`config.mk`:
```
export PLATFORM = sky130hd
export DESIGN_NAME = slc3_control
export DESIGN_NICKNAME = d
export VERILOG_FILES = /design/src/rtl/slc3_control.sv
export SDC_FILE = /design/constraint.sdc
export NUM_CORES = 1
export LEC_CHECK = 0
export ABC_CLOCK_PERIOD_IN_PS = 3000
export CAP_MARGIN = 20
export CORE_ASPECT_RATIO = 0.5
export CORE_MARGIN = 4
export CORE_UTILIZATION = 45
export CTS_CLUSTER_SIZE = 25
export DETAILED_ROUTE_END_ITERATION = 8
export PLACE_DENSITY = 0.86
export SLEW_MARGIN = 15
export SYNTH_ARGS = -nofsm -noshare
export SYNTH_HDL_FRONTEND = slang
export SYNTH_SLANG_ARGS = --single-unit
```
`constraint.sdc`:
```
create_clock -name Clk -period 3 [get_ports Clk]
set_input_delay 0.6 -clock Clk [delete_from_list [all_inputs] [get_ports Clk]]
set_output_delay 0.6 -clock Clk [all_outputs]
set_load 0.005 [all_outputs]
```
`src/rtl/slc3_control.sv`:
```
// -----------------------------------------------------------------------------
// slc3_control
//   Instruction-sequencing control FSM for the SLC-3 CPU. Drives every load
//   enable, bus gate and mux select of the datapath plus the memory strobes,
//   and steps through fetch / decode / execute for ADD, AND, NOT, BR, JMP, JSR,
//   LDR, STR and PAUSE. Memory accesses are held for MEM_WAIT cycles by a
//   small wait counter.
//
// Parameters
//   MEM_WAIT   cycles each memory read/write is held (legal 1..7)
//
// Ports
//   Clk, Reset            clock, asynchronous active-high reset (to HALTED)
//   Run                   leaves HALTED and starts fetching
//   Continue              releases PAUSE
//   Opcode, IR_5, IR_11   instruction fields from the IR
//   BEN                   branch-enable flag from the datapath
//   LD_*                  datapath register load enables
//   Gate*                 bus drivers (at most one high per cycle)
//   PCMUX, ADDR2MUX, ALUK, ADDR1MUX, SR1MUX, SR2MUX, DRMUX, MARMUX, MIO_EN
//                         datapath mux selects
//   Mem_OE, Mem_WE        memory read / write strobes, active high
//   State                 current state encoding for debug / LEDs
// -----------------------------------------------------------------------------
module slc3_control #(
    parameter int MEM_WAIT = 2
) (
    input  logic       Clk,
    input  logic       Reset,
    input  logic       Run,
    input  logic       Continue,
    input  logic [3:0] Opcode,
    input  logic       IR_5,
    input  logic       IR_11,
    input  logic       BEN,
    output logic       LD_MAR,
    output logic       LD_MDR,
    output logic       LD_IR,
    output logic       LD_BEN,
    output logic       LD_CC,
    output logic       LD_REG,
    output logic       LD_PC,
    output logic       LD_LED,
    output logic       GatePC,
    output logic       GateMDR,
    output logic       GateALU,
    output logic       GateMARMUX,
    output logic [1:0] PCMUX,
    output logic [1:0] ADDR2MUX,
    output logic [1:0] ALUK,
    output logic       ADDR1MUX,
    output logic       SR1MUX,
    output logic       SR2MUX,
    output logic       DRMUX,
    output logic       MARMUX,
    output logic       MIO_EN,
    output logic       Mem_OE,
    output logic       Mem_WE,
    output logic [4:0] State
);

    typedef enum logic [4:0] {
        S_HALTED = 5'd0,
        S_FETCH1 = 5'd1,
        S_FETCH2 = 5'd2,
        S_FETCH3 = 5'd3,
        S_DECODE = 5'd4,
        S_ADD    = 5'd5,
        S_AND    = 5'd6,
        S_NOT    = 5'd7,
        S_BR1    = 5'd8,
        S_BR2    = 5'd9,
        S_JMP    = 5'd10,
        S_JSR1   = 5'd11,
        S_JSR2   = 5'd12,
        S_LDR1   = 5'd13,
        S_LDR2   = 5'd14,
        S_LDR3   = 5'd15,
        S_STR1   = 5'd16,
        S_STR2   = 5'd17,
        S_STR3   = 5'd18,
        S_PAUSE1 = 5'd19,
        S_PAUSE2 = 5'd20
    } state_t;

    // Last count value of a memory wait; the wait state exits on this cycle.
    localparam logic [2:0] WAIT_LAST = 3'(MEM_WAIT - 1);

    state_t     state, next_state;
    logic [2:0] wait_cnt;
    logic       wait_done;
    logic       in_wait;

    assign wait_done = (wait_cnt == WAIT_LAST);
    assign in_wait   = (state == S_FETCH2) || (state == S_LDR2) || (state == S_STR3);
    assign State     = state;
    assign MARMUX    = 1'b0;

    // ---------------- state register ----------------
    always_ff @(posedge Clk or posedge Reset) begin
        if (Reset) state <= S_HALTED;
        else       state <= next_state;
    end

    // Counter is cleared on every state change, so it is always zero on entry
    // to a wait state and counts only while the FSM dwells there.
    always_ff @(posedge Clk or posedge Reset) begin
        if (Reset)                     wait_cnt <= 3'd0;
        else if (next_state != state)  wait_cnt <= 3'd0;
        else if (in_wait)              wait_cnt <= wait_cnt + 3'd1;
    end

    // ---------------- next-state logic ----------------
    always_comb begin
        next_state = state;
        case (state)
            S_HALTED: if (Run) next_state = S_FETCH1;
            S_FETCH1: next_state = S_FETCH2;
            S_FETCH2: if (wait_done) next_state = S_FETCH3;
            S_FETCH3: next_state = S_DECODE;
            S_DECODE: begin
                case (Opcode)
                    4'b0001: next_state = S_ADD;
                    4'b0101: next_state = S_AND;
                    4'b1001: next_state = S_NOT;
                    4'b0000: next_state = S_BR1;
                    4'b1100: next_state = S_JMP;
                    4'b0100: next_state = S_JSR1;
                    4'b0110: next_state = S_LDR1;
                    4'b0111: next_state = S_STR1;
                    4'b1101: next_state = S_PAUSE1;
                    default: next_state = S_FETCH1;   // unsupported opcode = NOP
                endcase
            end
            S_ADD, S_AND, S_NOT, S_JMP, S_BR2, S_JSR2, S_LDR3:
                next_state = S_FETCH1;
            S_BR1:    next_state = BEN ? S_BR2 : S_FETCH1;
            S_JSR1:   next_state = S_JSR2;
            S_LDR1:   next_state = S_LDR2;
            S_LDR2:   if (wait_done) next_state = S_LDR3;
            S_STR1:   next_state = S_STR2;
            S_STR2:   next_state = S_STR3;
            S_STR3:   if (wait_done) next_state = S_FETCH1;
            S_PAUSE1: if (Continue) next_state = S_PAUSE2;
            // Wait for release so one press cannot clear two PAUSEs.
            S_PAUSE2: if (!Continue) next_state = S_FETCH1;
            default:  next_state = S_HALTED;
        endcase
    end

    // ---------------- output decode ----------------
    always_comb begin
        LD_MAR     = 1'b0;
        LD_MDR     = 1'b0;
        LD_IR      = 1'b0;
        LD_BEN     = 1'b0;
        LD_CC      = 1'b0;
        LD_REG     = 1'b0;
        LD_PC      = 1'b0;
        LD_LED     = 1'b0;
        GatePC     = 1'b0;
        GateMDR    = 1'b0;
        GateALU    = 1'b0;
        GateMARMUX = 1'b0;
        PCMUX      = 2'b00;
        ADDR2MUX   = 2'b00;
        ALUK       = 2'b00;
        ADDR1MUX   = 1'b0;
        SR1MUX     = 1'b0;
        SR2MUX     = 1'b0;
        DRMUX      = 1'b0;
        MIO_EN     = 1'b0;
        Mem_OE     = 1'b0;
        Mem_WE     = 1'b0;
        case (state)
            S_FETCH1: begin
                GatePC = 1'b1;
                LD_MAR = 1'b1;
                LD_PC  = 1'b1;
            end
            S_FETCH2, S_LDR2: begin
                Mem_OE = 1'b1;
                MIO_EN = 1'b1;
                LD_MDR = wait_done;     // capture only once the read has settled
            end
            S_FETCH3: begin
                GateMDR = 1'b1;
                LD_IR   = 1'b1;
            end
            S_DECODE: LD_BEN = 1'b1;
            S_ADD, S_AND: begin
                SR1MUX  = 1'b1;
                SR2MUX  = ~IR_5;
                ALUK    = (state == S_AND) ? 2'b01 : 2'b00;
                GateALU = 1'b1;
                LD_REG  = 1'b1;
                LD_CC   = 1'b1;
            end
            S_NOT: begin
                SR1MUX  = 1'b1;
                ALUK    = 2'b10;
                GateALU = 1'b1;
                LD_REG  = 1'b1;
                LD_CC   = 1'b1;
            end
            S_BR2: begin
                LD_PC    = 1'b1;
                PCMUX    = 2'b10;
                ADDR2MUX = 2'b10;
            end
            S_JMP: begin
                SR1MUX   = 1'b1;
                ADDR1MUX = 1'b1;
                PCMUX    = 2'b10;
                LD_PC    = 1'b1;
            end
            S_JSR1: begin
                GatePC = 1'b1;
                DRMUX  = 1'b1;
                LD_REG = 1'b1;
            end
            S_JSR2: begin
                LD_PC = 1'b1;
                PCMUX = 2'b10;
                if (IR_11) begin
                    ADDR2MUX = 2'b11;   // JSR: PC + SEXT(IR[10:0])
                end else begin
                    ADDR1MUX = 1'b1;    // JSRR: base register
                    SR1MUX   = 1'b1;
                end
            end
            S_LDR1, S_STR1: begin
                GateMARMUX = 1'b1;
                LD_MAR     = 1'b1;
                SR1MUX     = 1'b1;
                ADDR1MUX   = 1'b1;
                ADDR2MUX   = 2'b01;
            end
            S_LDR3: begin
                GateMDR = 1'b1;
                LD_REG  = 1'b1;
                LD_CC   = 1'b1;
            end
            S_STR2: begin
                // Source register is IR[11:9]; pass it through the ALU into MDR.
                ALUK    = 2'b11;
                GateALU = 1'b1;
                LD_MDR  = 1'b1;
            end
            S_STR3:   Mem_WE = 1'b1;
            S_PAUSE1: LD_LED = 1'b1;
            default: ;
        endcase
    end

endmodule

```
### After elaboration in Yosys (flattened, before gate mapping)

Memory sizes are Yosys's and may differ from the RTL's.
Index checks and enable logic that the tools add are counted.

* memory bits (read-only): 80
* register bits: 8
* output and inout bits: 31
* bits of input ports: 11
* memories kept: 1

* reductions and logical operators: 18
* eq/ne operators: 22
* mux-type cells: 34
* add/sub/neg operators: 1
* bitwise gates (word level): 1

Memory list
* (no name shown): words 16, width 5, rd ports 1, clocked after memory_dff 0, write ports 0, RTL line 122 `case (Opcode)`

Operators with widths (number)
* case mux 5 bit (15 select lines): 1
* == test 5 x 4 -> 1 bit, second input constant: 8
* two-way mux 5 bit: 6
* == test 5 bit, second input constant: 5
* == test 5 x 3 -> 1 bit, second input constant: 4
* two-way mux 1 bit: 17
* case mux 2 bit (3 select lines): 2
* OR reduction 4 bit: 3
* == test 5 x 2 -> 1 bit, second input constant: 2
* OR reduction 2 bit: 5
* OR reduction 3 bit: 3
* OR reduction 7 bit: 1
* two-way mux 3 bit: 2
* case mux 1 bit (2 select lines): 3
* OR reduction 6 bit: 1
* == test 5 x 1 -> 1 bit, second input constant: 1
* logical NOT 5 bit: 1
* != test 5 bit: 1
* OR reduction 5 bit: 1
* two-way mux 2 bit: 2
* two-way mux 4 bit: 1
* adder 3 x 1 -> 3 bit, second input constant: 1
* == test 3 x 1 -> 1 bit, second input constant: 1
* logical OR 1 bit: 2
* other kinds (2): 2

### Longest topological paths before layout

* depth after elaboration: 5
* depth in mapped cells: 8
* gate-level depth less buffers: 7

### Worst setup path after synthesis

OpenSTA, ideal clock, no wires.

* path kind: register -> output
* start: register state[0] (netlist: State[0])
* end: output port GateMARMUX
* slack: 0.900 ns
* arrival time: 1.500 ns
* cell stages (with the launch flop): 6
* required time: 2.400 ns
* path buffers: 2
* cell sequence: dfrtp_1 > buf_2 > buf_2 > clkinv_1 > or3_1 > a21oi_1

* cells in the longest elaborated chain, start to end: 3
* elaborated cells on any way between the ends: 4
* classes of those cells: eq/ne (2); mux (1); reduce/logical (1)

RTL lines
* from (decl): RTL line 89 `state_t state, next_state;`
* from (signal assigned): RTL line 102 `else state <= next_state;`
* == test 5 bit / == test 5 x 4 -> 1 bit (equally long branches): RTL line 175 `case (state)`
* OR reduction 2 bit (*)
* two-way mux 1 bit (*): RTL line 175
* to (decl): RTL line 47 `output logic GateMARMUX,`

Mark *: on every way between the ends. The rest lies on a longest branch, timed or not.

### Final worst setup path

* start: register state[4] (netlist: State[4])
* end: output port LD_BEN

* cells in the longest elaborated chain, start to end: 2

RTL lines
* == test 5 x 3 -> 1 bit: RTL line 175
* two-way mux 1 bit: RTL line 175
* to (decl): RTL line 39 `output logic LD_BEN,`

Every way passes these cells.

==> impl_metrics.ini <==
[clock_tree]
post-cts-setup-buffers = 0
cts-hold-fix-buffers = 0
cts_root_buffer = clkbuf_8
clockBufferDepth = 2
clk_pin_slew_ns = 0.04
h-tree-depth = 1
clock_sinks = 8
clk_latency_ns = 0.23
cts_buffers = 3
cts_resized = 0
cts_tree = yes

[synth]
async_flop_share_pct = 100.0
synth_edf_count = 0
ys.flop_type = dfrtp_1
synth.area.top_cells = dfrtp_1 15%, ha_1 5.5%, o21ai_0 4.8%
netlist-cell-type-count = 60
ys_ff_latch = 8
ys_seq_area_share_pct = 14.68
ys_warn_count = 0
synthCells = 178
avgSynthCellArea_um2 = 7.662
yosys.area.top_type_share_pct = 14.68
synth_top_area_cell = dfrtp_1
syn-cell-area_mm2 = 0.001364

[pwr]
pwr_density_cell_mw_per_mm2 = 885.1
p_sw_uw = 789.6
clock_power_share_pct = 8.1
sw_frac_of_total_pct = 49.97
ir_worst_vdd_mv = 0.3837
power_frac_comb_pct = 76.2
finalPower_uw = 1580
seqPwrFrac_pct = 15.7
leakage_uw = 0.0007233
intPower_uw = 790.7

[setup_path]
worstPathMaxFanout = 22
required_ns = 2.40
ff2ff_setup_slack_ns = 0.87
crit_type = reg2out
reg2reg_from = State[4]
crit_path_end_kind = output pin
start_kind = flip-flop
cp.arrival_ns = 2.22
critPathLaunch = State[4]

[status]
status = finished, final reports clean

[routing]
via_per_inst = 6.154
ant_nets = 0
routed_wl_um = 4064
wl_per_cell_um = 16.45
vias = 1520
drt_first_iter_violations = 186
drtPass1Iterations = 5
drc = 0

[cells_and_area]
synthToLayoutAreaGrowth_pct = 30.92
fin_util_pct = 65.34
final_cell_mix = 39 x clkdlybuf4s50_1, 16 x nor2_1, 15 x nand2_1
stdcell_area_mm2 = 0.001785
nets = 229
drive_gt1_share_pct = 11.43
num_antenna_cells = 0
multi_input_area_mm2 = 0.001022
final_common_cell = clkdlybuf4s50_1
regArea_um2 = 202.7
fillers = 234

[sta]
worst_slew_pin_slew_ns = 0.5880
hold_viol = 0
skew_ns = 0.002503
drv_slew = 0
slew_headroom_pct = 60.80
min_period_ns = 2.817
setup_violations = 0
setup_tns_ns = 0
fmax_ghz = 0.3549
rsz0062_at_grt = false
period_share_pct = 93.91

[global_route]
track_usage_pct = 20.68
grt-ovfl-total = 0
grt_pass1_wl_um = 6527
first_global_vias = 1358
antenna_found_initial = 0
grt_max_degree = 24

[floorplan]
core.rowCount = 13
core_mm2 = 0.002733
die_width_um = 85.86
die_h_um = 46.93
initial_core_util_pct = 49.91
dieArea_mm2 = 0.004029
ios = 42

[placed_design]
place_area_mm2 = 0.001742
hpwlAfterDp_um = 3167
numPortBuffers = 39
place_congestion = 0.9644

[worst_hold_path]
hp-class = in2async

[run]
cap_viol_max_count = 0
## sequential cells by signal (all words and copies together) (netlist names)
register and count:
State 5, wait_cnt 3
## power by group through the flow
stage / registers [µW] / clock network, µW / logic [µW]
floorplan: 176 / 0 / 827
global placement: 241 / 0 / 1150
detailed placement: 244 / 0 / 1180
CTS: 242 / 129 / 1180
global route: 260 / 138 / 1290
finish: 248 / 128 / 1200
## cells in the mapped netlist, types with 5 or more instances
library cell and number:
nor2_1 16, nand2_1 15, o21ai_0 13, a21oi_1 10
inv_1 9, buf_2 8, dfrtp_1 8, ha_1 6
nor2b_1 6, a22oi_1 5
## layer usage
layer  routed length, µm  GRT usage (%)
met2                1809          33.18
met4                  40          6.625
met1                1841          29.70
met5                   0              0
met3                 372          2.277
## worst max-delay path, cell delays in order, from the launching register on
cell and delay (ns):
dfrtp_1 0.59, or3b_2 0.64, nor3_4 0.22, clkdlybuf4s50_1 0.54
## through the flow
stage,hold slack (ns),std cells,worst slack [ns]
floorplan,0.4157,179,0.8999
global placement,0.6003,244,0.3592
detailed placement,0.6446,244,0.2268
CTS,0.6326,247,0.1224
global route,0.6470,247,0.07608
finish,0.6207,247,0.1826
## worst paths after layout
path                          endpoint  cells after the start
min in group Clk           wait_cnt[2]                      2
max in group asynchronous     State[2]                      2
max                             LD_BEN                      3
max reg2reg                wait_cnt[2]                      5
min reg2reg                wait_cnt[2]                      2
min                        wait_cnt[2]                      2
## area by class of cell
cell class,instances,area share [%]
clock buffers,3,2.313
well taps,37,2.593
flip-flops and latches,8,11.35
repair buffers,45,24.39
multi-input cells,144,57.25
inverters,10,2.102
## cell families (layout without fill, tap and decap cells)
family / Yosys count / after routing / synth area share (%)
and+or+nand+nor: 72 / 72 / 31.84
other: 1 / 2 / 0.2750
adders and majority gates: 6 / 6 / 5.504
AOI/OAI and AO/OA: 52 / 52 / 28.63
xor gates and xnor gates: 6 / 6 / 3.854
muxes: 6 / 6 / 4.587
DFF: 8 / 8 / 14.68
buffers and inverters: 27 / 58 / 10.64
No activity file was read; power rests on OpenSTA's default activity.
